$ cat config.mk
export PLATFORM = sky130hd
export DESIGN_NAME = dice_roll_ctrl_flat
export DESIGN_NICKNAME = d
export VERILOG_FILES = /design/src/rtl/dice_pkg.sv /design/src/rtl/dice_roll_ctrl_if.sv /design/src/rtl/dice_lfsr.sv /design/src/rtl/dice_roll_ctrl.sv /design/src/flat_wrapper.sv
export SDC_FILE = /design/constraint.sdc
export NUM_CORES = 1
export LEC_CHECK = 0
export CORE_MARGIN = 8
export CORE_UTILIZATION = 57
export DETAILED_ROUTE_END_ITERATION = 16
export GPL_TIMING_DRIVEN = 1
export PLACE_DENSITY_LB_ADDON = 0.12
export RECOVER_POWER = 50
export SLEW_MARGIN = 25
export SYNTH_ARGS = -nofsm -noshare
export SYNTH_HDL_FRONTEND = slang
export SYNTH_HIERARCHICAL = 1
export SYNTH_SLANG_ARGS = --single-unit
$ cat constraint.sdc
create_clock -name clk -period 2.95 [get_ports clk]
set_clock_uncertainty 0.05 [all_clocks]
set_input_delay 0.59 -clock clk [delete_from_list [all_inputs] [get_ports clk]]
set_output_delay 0.59 -clock clk [all_outputs]
set_load 0.01 [all_outputs]
$ cat src/rtl/dice_pkg.sv
// Shared types and constants for the dice roll controller.
package dice_pkg;

    localparam int unsigned FACE_W     = 3;
    localparam int unsigned LFSR_W     = 8;
    localparam int unsigned ROLL_CNT_W = 8;

    typedef enum logic [1:0] {
        IDLE   = 2'd0,
        SPIN   = 2'd1,
        SETTLE = 2'd2,
        DONE   = 2'd3
    } state_t;

    localparam logic [FACE_W-1:0] FACE_MIN = 3'd1;
    localparam logic [FACE_W-1:0] FACE_MAX = 3'd6;

    // x^8+x^6+x^5+x^4+1 expressed as the register bits XORed into the feedback
    localparam logic [LFSR_W-1:0] LFSR_TAPS = 8'b1011_1000;

    function automatic logic [LFSR_W-1:0] lfsr_next(input logic [LFSR_W-1:0] q);
        return {q[LFSR_W-2:0], ^(q & LFSR_TAPS)};
    endfunction

endpackage

$ cat src/rtl/dice_roll_ctrl_if.sv
// Requester/counter-side signals of the dice roll controller.
interface dice_roll_ctrl_if;
    import dice_pkg::*;

    logic                  roll_req;
    logic                  result_ack;
    logic [FACE_W-1:0]     num_in;
    logic                  cnt_en;
    logic [FACE_W-1:0]     result;
    logic                  result_valid;
    logic                  result_err;
    logic                  busy;
    logic [ROLL_CNT_W-1:0] roll_cnt;

    modport master (
        output roll_req, result_ack, num_in,
        input  cnt_en, result, result_valid, result_err, busy, roll_cnt
    );

    modport slave (
        input  roll_req, result_ack, num_in,
        output cnt_en, result, result_valid, result_err, busy, roll_cnt
    );
endinterface

$ cat src/rtl/dice_lfsr.sv
// Free-running 8-bit Fibonacci LFSR supplying the random spin extension.
module dice_lfsr
    import dice_pkg::*;
#(
    parameter logic [LFSR_W-1:0] SEED = 8'hA5
) (
    input  logic              clk,
    input  logic              reset,
    output logic [LFSR_W-1:0] q
);

    always_ff @(posedge clk or posedge reset) begin
        if (reset) begin
            q <= SEED;
        end else begin
            q <= lfsr_next(q);
        end
    end

endmodule

$ cat src/rtl/dice_roll_ctrl.sv
// Spins the dice counter for a pseudo-random number of cycles, then captures
// and holds the face until the consumer acknowledges it.
module dice_roll_ctrl
    import dice_pkg::*;
#(
    parameter int unsigned       MIN_SPIN     = 8,
    parameter int unsigned       SPIN_RANGE_W = 4,
    parameter logic [LFSR_W-1:0] LFSR_SEED    = 8'hA5
) (
    input logic             clk,
    input logic             reset,
    dice_roll_ctrl_if.slave bus
);

    localparam int unsigned SPIN_W = $clog2(MIN_SPIN + 2**SPIN_RANGE_W) + 1;

    state_t                state, state_nxt;
    logic [SPIN_W-1:0]     spin_cnt, spin_cnt_nxt;
    logic                  cnt_en_r, cnt_en_nxt;
    logic [FACE_W-1:0]     result_r, result_nxt;
    logic                  valid_r, valid_nxt;
    logic                  err_r, err_nxt;
    logic                  busy_r, busy_nxt;
    logic [ROLL_CNT_W-1:0] roll_cnt_r, roll_cnt_nxt;

    logic [LFSR_W-1:0]     lfsr;
    logic [SPIN_W-1:0]     spin_load;
    logic                  lfsr_unused;

    dice_lfsr #(.SEED(LFSR_SEED)) u_lfsr (
        .clk   (clk),
        .reset (reset),
        .q     (lfsr)
    );

    // only the low bits set the spin length; the rest just keep the sequence long
    assign lfsr_unused = ^lfsr;
    assign spin_load   = SPIN_W'(MIN_SPIN) + SPIN_W'(lfsr[SPIN_RANGE_W-1:0]);

    // state and datapath registers; async reset aborts any roll immediately
    always_ff @(posedge clk or posedge reset) begin
        if (reset) begin
            state      <= IDLE;
            spin_cnt   <= '0;
            cnt_en_r   <= 1'b0;
            result_r   <= '0;
            valid_r    <= 1'b0;
            err_r      <= 1'b0;
            busy_r     <= 1'b0;
            roll_cnt_r <= '0;
        end else begin
            state      <= state_nxt;
            spin_cnt   <= spin_cnt_nxt;
            cnt_en_r   <= cnt_en_nxt;
            result_r   <= result_nxt;
            valid_r    <= valid_nxt;
            err_r      <= err_nxt;
            busy_r     <= busy_nxt;
            roll_cnt_r <= roll_cnt_nxt;
        end
    end

    // next-state decode
    always_comb begin
        state_nxt = state;
        case (state)
            IDLE:    if (bus.roll_req)               state_nxt = SPIN;
            SPIN:    if (spin_cnt == SPIN_W'(1))     state_nxt = SETTLE;
            SETTLE:                                  state_nxt = DONE;
            DONE:    if (bus.result_ack)             state_nxt = IDLE;
            default:                                 state_nxt = IDLE;
        endcase
    end

    // next values of the registered outputs and the spin counter
    always_comb begin
        spin_cnt_nxt = spin_cnt;
        cnt_en_nxt   = cnt_en_r;
        result_nxt   = result_r;
        valid_nxt    = valid_r;
        err_nxt      = err_r;
        busy_nxt     = busy_r;
        roll_cnt_nxt = roll_cnt_r;
        case (state)
            IDLE: begin
                if (bus.roll_req) begin
                    spin_cnt_nxt = spin_load;
                    cnt_en_nxt   = 1'b1;
                    busy_nxt     = 1'b1;
                end
            end
            SPIN: begin
                if (spin_cnt == SPIN_W'(1)) begin
                    cnt_en_nxt = 1'b0;
                end
                spin_cnt_nxt = spin_cnt - SPIN_W'(1);
            end
            SETTLE: begin
                result_nxt   = bus.num_in;
                err_nxt      = (bus.num_in < FACE_MIN) || (bus.num_in > FACE_MAX);
                valid_nxt    = 1'b1;
                roll_cnt_nxt = (roll_cnt_r == '1) ? roll_cnt_r
                                                  : roll_cnt_r + ROLL_CNT_W'(1);
            end
            DONE: begin
                if (bus.result_ack) begin
                    valid_nxt = 1'b0;
                    busy_nxt  = 1'b0;
                end
            end
            default: begin
                spin_cnt_nxt = '0;
                cnt_en_nxt   = 1'b0;
                valid_nxt    = 1'b0;
                busy_nxt     = 1'b0;
            end
        endcase
    end

    assign bus.cnt_en       = cnt_en_r;
    assign bus.result       = result_r;
    assign bus.result_valid = valid_r;
    assign bus.result_err   = err_r;
    assign bus.busy         = busy_r;
    assign bus.roll_cnt     = roll_cnt_r;

endmodule

$ cat src/flat_wrapper.sv
// flat-port wrapper written by rule: the top's interface ports become plain ports
module dice_roll_ctrl_flat import dice_pkg::*;
#(
    parameter int unsigned       MIN_SPIN     = 8,
    parameter int unsigned       SPIN_RANGE_W = 4,
    parameter logic [LFSR_W-1:0] LFSR_SEED    = 8'hA5
)
  (clk, reset, bus_roll_req, bus_result_ack, bus_num_in, bus_cnt_en, bus_result, bus_result_valid, bus_result_err, bus_busy, bus_roll_cnt);
  dice_roll_ctrl_if bus_i ();
  input logic clk;
  input logic reset;
  input wire logic [$bits(bus_i.roll_req)-1:0] bus_roll_req;
  input wire logic [$bits(bus_i.result_ack)-1:0] bus_result_ack;
  input wire logic [$bits(bus_i.num_in)-1:0] bus_num_in;
  output wire logic [$bits(bus_i.cnt_en)-1:0] bus_cnt_en;
  output wire logic [$bits(bus_i.result)-1:0] bus_result;
  output wire logic [$bits(bus_i.result_valid)-1:0] bus_result_valid;
  output wire logic [$bits(bus_i.result_err)-1:0] bus_result_err;
  output wire logic [$bits(bus_i.busy)-1:0] bus_busy;
  output wire logic [$bits(bus_i.roll_cnt)-1:0] bus_roll_cnt;
  assign bus_i.roll_req = bus_roll_req;
  assign bus_i.result_ack = bus_result_ack;
  assign bus_i.num_in = bus_num_in;
  assign bus_cnt_en = bus_i.cnt_en;
  assign bus_result = bus_i.result;
  assign bus_result_valid = bus_i.result_valid;
  assign bus_result_err = bus_i.result_err;
  assign bus_busy = bus_i.busy;
  assign bus_roll_cnt = bus_i.roll_cnt;
  dice_roll_ctrl #(.MIN_SPIN(MIN_SPIN), .SPIN_RANGE_W(SPIN_RANGE_W), .LFSR_SEED(LFSR_SEED)) u_core (.clk(clk), .reset(reset), .bus(bus_i));
endmodule
==> impl_metrics.env, run 1 <==
export IMPL_drive_gt1_share_pct=14.74
export IMPL_firstDrtPassIters=4
export IMPL_clockRootBuffer="clkbuf_4"
export IMPL_wl_met3_um=138
export IMPL_rsz0062_at_grt="false"
export IMPL_min_path_cells=0
export IMPL_worst_ir_drop_vdd_v=0.0004929
export IMPL_endpoint_kind="flop"
export IMPL_yosysWarnings=6
export IMPL_grt_overflow=0
export IMPL_htree_levels=2
export IMPL_syn_to_final_growth_pct=22.83
export IMPL_dp_hpwl_um=1959
export IMPL_crit_arrival_ns=2.42
export IMPL_place_congestion=0.8443
export IMPL_netlist_instances=129
export IMPL_num_io_pins=22
export IMPL_vias_per_cell=5.720
export IMPL_crit_path_start_kind="flop"
export IMPL_track_usage_pct=14.67
export IMPL_worst_slew_pin_slew_ns=1.205
export IMPL_ant_nets=0
export IMPL_routed_top_layer="met4"
export IMPL_grt_pass1_wl_um=4940
export IMPL_ys_ff_latch=31
export IMPL_crit_type="reg2reg"
export IMPL_first_iter_violations=68
export IMPL_slew_viol_final=0
export IMPL_leakagePower_nw=0.8083
export IMPL_run_status="finished, final reports clean"
export IMPL_numCtsBuffers=5
export IMPL_synth_nets=144
export IMPL_worst_r2r_path_depth=5
export IMPL_synth_ff_type="dfrtp_1"
export IMPL_antenna_found_initial=0
export IMPL_min_period_ns=2.280
export IMPL_num_rows=18
export IMPL_fill_cells=175
export IMPL_synth_distinct_cells=39
export IMPL_clk_pin_slew_worst_paths_ns=0.10
export IMPL_grt_pass1_vias=1099
export IMPL_post_cts_buffers=0
export IMPL_ys_async_sr_fraction_pct=100.0
export IMPL_max_cap_violations=0
export IMPL_utilization_pct=74.19
export IMPL_cts_resized=0
export IMPL_hold_buffers=0
export IMPL_die_w_um=67.24
export IMPL_finalHoldViolCount=0
export IMPL_start_util_pct=60.40
export IMPL_port_buffers=21
export IMPL_cts_sinks=31
export IMPL_fin_nets=170
export IMPL_layout_commonest_cell="dfrtp_1"
export IMPL_insertion_delay_ns=0.34
export IMPL_drc=0
export IMPL_relSlewSlack_pct=19.63
export IMPL_wl_per_cell_um=15.64
export IMPL_final_cell_mix="dfrtp_1 (27), clkdlybuf4s50_1 (20), inv_1 (10)"
export IMPL_synth_edff_count=0
export IMPL_fmax_ghz=0.4386
export IMPL_multiInputGateArea_um2=666.9
export IMPL_wl_met1_um=1290
export IMPL_avgSynthCellArea_um2=11.60
export IMPL_seq_area_frac_synth_pct=52.17
export IMPL_dieHeight_um=67.24
export IMPL_num_vias=1064
export IMPL_wl_met2_um=1410
export IMPL_worstPathRequired_ns=3.09
export IMPL_hp_class="reg2reg"
export IMPL_setup_viol=0
export IMPL_core_region_area_mm2=0.002477
export IMPL_holdWs_ns=0.3184
export IMPL_cts_tree="done"
export IMPL_period_share_pct=77.29
export IMPL_seqCellArea_um2=780.7
export IMPL_dieArea_mm2=0.004521
export IMPL_crit_fanout=16
export IMPL_layout_cells_non_filler=186
export IMPL_finalPower_w=0.0008582
export IMPL_placed_cells=178
export IMPL_synth_area_mm2=0.001496
export IMPL_cts_buffer_depth=2
export IMPL_n_antenna_cell=0
export IMPL_p_per_area_mw_per_mm2=466.9
export IMPL_wirelength_um=2909
export IMPL_tns_ns=0
export IMPL_grt_max_degree=24
==> through the flow <==
stage	instance area (µm²)	setup slack (ns)
after floorplan	1496	0.9594
after global placement	1740	0.6534
after detailed placement	1740	0.5948
after CTS	1842	0.6919
after global routing	1838	0.5428
final	1838	0.6700
==> Yosys cell counts, types with 3 or more instances <==
cell      number  area, µm²
nand2_1        4      15.01
o21ai_0        8      40.04
inv_1         10      37.54
mux2_2         7      78.83
mux2i_1        3      30.03
nor2_1         8      30.03
a21oi_1        5      25.02
dfstp_2        4      105.1
xnor2_1        4      35.03
clkbuf_1       3      11.26
or3_1          3      18.77
ha_1           8      100.1
dfrtp_1       27      675.7
nand3_1        4      20.02
==> worst paths after layout <==
| kind | startpoint | to | slack, ns |
|---|---|---|---|
| max | u_core/state[1] | u_core/bus.cnt_en | 0.67 |
| max reg2reg | u_core/state[1] | u_core/bus.cnt_en | 0.67 |
| min | u_core/u_lfsr/q[6] | u_core/u_lfsr/q[7] | 0.32 |
| max in group asynchronous | reset | u_core/bus.roll_cnt[3] | 1.09 |
| min reg2reg | u_core/u_lfsr/q[6] | u_core/u_lfsr/q[7] | 0.32 |
| min in group asynchronous | reset | u_core/u_lfsr/q[1] | 0.57 |
==> worst max-delay path: stages (launching register included) <==
cell	delay [ns]
dfrtp_1	0.43
inv_1	0.12
ha_1	0.55
mux2i_1	0.45
o41ai_1	0.39
o21ai_0	0.14
==> report_power, final <==
part	internal [W]	switching [W]	leakage (nW)
Combinational	0.00000793	0.0000115	0.372
Clock	0.000264	0.000150	0.0525
Sequential	0.000425	0	0.383
==> routing by layer <==
metal	vias up	GRT usage, %
li1	515	-
met1	514	16.42
met2	28	23.06
met3	7	4.305
met4	0	11.49
met5	-	0
==> registers in the layout, indices dropped and copies added (netlist names) <==
| signal | flops |
|---|---|
| u_core/state | 2 |
| u_core/bus.result_err | 1 |
| u_core/bus.cnt_en | 1 |
| u_core/bus.result | 3 |
| u_core/bus.busy | 1 |
| u_core/bus.result_valid | 1 |
| u_core/bus.roll_cnt | 8 |
| u_core/spin_cnt | 6 |
| u_core/u_lfsr/q | 8 |
==> cells by family (layout without fill, tap and decap cells) <==
kind of cell | after synthesis | after routing | synth area share, %
buffers and inverters | 13 | 40 | 3.261
XOR/XNOR | 5 | 5 | 2.926
flip-flops | 31 | 31 | 52.17
adder cells (fa/ha/maj) | 8 | 8 | 6.689
AND/OR/NAND/NOR | 33 | 33 | 12.63
multiplexers | 11 | 11 | 8.278
AO/OA/AOI/OAI | 28 | 28 | 14.05
==> layout make-up <==
class | count | share of cell area (%)
clock inverter | 2 | 3.268
sequential | 31 | 42.48
timing repair buffer | 22 | 11.64
inverter | 10 | 2.042
tap | 30 | 2.042
clock buffer | 6 | 2.246
multi-input combinational | 85 | 36.28
(Power assumes the default switching activity.)
==> run 2, diff against run 1 <==
--- a/config.mk
+++ b/config.mk
@@ -6,7 +6,7 @@
 export NUM_CORES = 1
 export LEC_CHECK = 0
 export CORE_MARGIN = 8
-export CORE_UTILIZATION = 57
+export CORE_UTILIZATION = 48
 export DETAILED_ROUTE_END_ITERATION = 16
 export GPL_TIMING_DRIVEN = 1
 export PLACE_DENSITY_LB_ADDON = 0.12
==> constraint.sdc (replaced) <==
create_clock -name clk -period 1.9 [get_ports clk]
set_clock_uncertainty 0.05 [all_clocks]
set_input_delay 0.38 -clock clk [delete_from_list [all_inputs] [get_ports clk]]
set_output_delay 0.38 -clock clk [all_outputs]
set_load 0.01 [all_outputs]
==> impl_metrics.env, run 2 (synthesis results as in run 1) <==
export IMPL_run_status="finished, final reports clean"
export IMPL_layout_cells_non_filler=198
export IMPL_drc=0
export IMPL_leakagePower_nw=0.8314
export IMPL_track_usage_pct=11.94
export IMPL_core_region_area_mm2=0.003003
export IMPL_cts_buffer_depth=2
export IMPL_syn_to_final_growth_pct=26.09
export IMPL_grt_pass1_vias=1084
export IMPL_wl_per_cell_um=13.91
export IMPL_period_share_pct=99.37
export IMPL_slowest_stage="or4b_4"
export IMPL_fmax_ghz=0.5297
export IMPL_max_cap_violations=0
export IMPL_place_congestion=0.8168
export IMPL_num_rows=20
export IMPL_grt_pass1_wl_um=4885
export IMPL_drive_gt1_share_pct=23.64
export IMPL_ant_nets=0
export IMPL_wirelength_um=2754
export IMPL_final_cell_mix="dfrtp_1 (27), clkdlybuf4s50_1 (20), inv_1 (9), buf_4 (9)"
export IMPL_dieHeight_um=71.84
export IMPL_placed_cells=189
export IMPL_numCtsBuffers=5
export IMPL_finalHoldViolCount=0
export IMPL_crit_fanout=2
export IMPL_rsz0062_at_grt="true"
export IMPL_insertion_delay_ns=0.31
export IMPL_seqCellArea_um2=780.7
export IMPL_num_io_pins=22
export IMPL_num_vias=1057
export IMPL_die_w_um=71.84
export IMPL_min_period_ns=1.888
export IMPL_dieArea_mm2=0.005160
export IMPL_hold_buffers=0
export IMPL_crit_type="reg2reg"
export IMPL_first_iter_violations=62
export IMPL_crit_path_start_kind="flop"
export IMPL_layout_commonest_cell="dfrtp_1"
export IMPL_clk_pin_slew_worst_paths_ns=0.09
export IMPL_start_util_pct=49.83
export IMPL_antenna_found_initial=0
export IMPL_slew_viol_final=0
export IMPL_finalPower_w=0.001042
export IMPL_cts_sinks=31
export IMPL_firstDrtPassIters=3
export IMPL_relSlewSlack_pct=60.66
export IMPL_crit_arrival_ns=2.05
export IMPL_worstPathRequired_ns=2.06
export IMPL_vias_per_cell=5.338
export IMPL_htree_levels=2
export IMPL_worst_ir_drop_vdd_v=0.0004837
export IMPL_fin_nets=179
export IMPL_port_buffers=21
export IMPL_endpoint_kind="flop"
export IMPL_cts_tree="done"
export IMPL_n_antenna_cell=0
export IMPL_p_per_area_mw_per_mm2=552.4
export IMPL_grt_max_degree=24
export IMPL_dp_hpwl_um=2045
export IMPL_worst_slew_pin_slew_ns=0.5901
export IMPL_fill_cells=262
export IMPL_grt_overflow=0
export IMPL_multiInputGateArea_um2=694.4
export IMPL_setup_viol=0
export IMPL_clockRootBuffer="clkbuf_4"
export IMPL_hp_class="reg2reg"
export IMPL_path_cells="inv_2 > ha_4 > or4b_4 > a2111oi_4 > mux2_4"
export IMPL_cp_slowest_stage_delay_ns=0.47
-- run 2: changes by cell type in the layout (fill, tap and decap cells not counted), moves of 2 or more --
| cell | before | now |
|---|---|---|
| dfstp_2 | 1 | 4 |
| ha_1 | 8 | 6 |
| dfstp_1 | 3 | 0 |
| bufinv_16 | 2 | 0 |
| buf_4 | 0 | 9 |
-- run 2: stage by stage --
stage          hold WS (ns)  area (µm²)  setup TNS [ns]  util (%)  setup slack, ns
2_1_floorplan        0.1428        1509       -0.005104         -        -0.005104
3_3_place_gp         0.2878        1817        -0.03300     60.50         -0.03300
3_5_place_dp         0.2927        1817        -0.07893     60.50         -0.04576
4_1_cts              0.2558        1867               0     62.17         0.005550
5_1_grt              0.3255        1887         -0.1193     62.83         -0.07428
6_report             0.3109        1887               0     62.83          0.01201
-- run 2: worst max-delay path, delay by kind of cell, from the launching register on --
family / cells / cell delay, ns
fa+ha+maj: 1 / 0.12
buf+inv: 1 / 0.08
simple gates: 1 / 0.47
flops: 1 / 0.39
compound gates: 1 / 0.35
mux: 1 / 0.33
-- run 2: worst paths after layout --
path | start | to | slack, ns | depth (start not counted)
worst min register to register | u_core/u_lfsr/q[6] | u_core/u_lfsr/q[7] | 0.31 | 0
min in group asynchronous | reset | u_core/u_lfsr/q[6] | 0.40 | 2
worst max-delay path | u_core/spin_cnt[1] | u_core/state[1] | 0.01 | 5
max in group asynchronous | reset | u_core/spin_cnt[1] | 0.80 | 3
worst min-delay path | u_core/u_lfsr/q[6] | u_core/u_lfsr/q[7] | 0.31 | 0
worst max register to register | u_core/spin_cnt[1] | u_core/state[1] | 0.01 | 5
-- run 2: layout make-up --
type                    instances  share of cell area, %
flip-flops and latches         31                  41.38
clock inverters                 1                 0.2653
well taps                      33                  2.188
inverters                      10                  1.989
multi-input cells              85                  36.80
clock buffers                   7                  2.387
repair buffers                 31                  14.99
-- run 2: routing by layer --
| metal | global-route usage [%] | up-vias | share of wire (%) |
|---|---|---|---|
| met5 | 0 | - | 0 |
| met2 | 18.72 | 14 | 48 |
| met4 | 6.122 | 0 | 1.7 |
| li1 | - | 535 | - |
| met1 | 14.31 | 503 | 47 |
| met3 | 3.766 | 5 | 4.1 |
-- run 2: timing repair --
item | CTS | global route
buffers inserted | 0 | 1
resized for setup | 0 | 3
setup endpoints to repair | 0 | 5
-- run 2: report_power, final --
part,internal [W],switching [W]
Clock,0.000144,0.000208
Combinational,0.0000126,0.0000182
Sequential,0.000660,0
Total,0.000816,0.000226
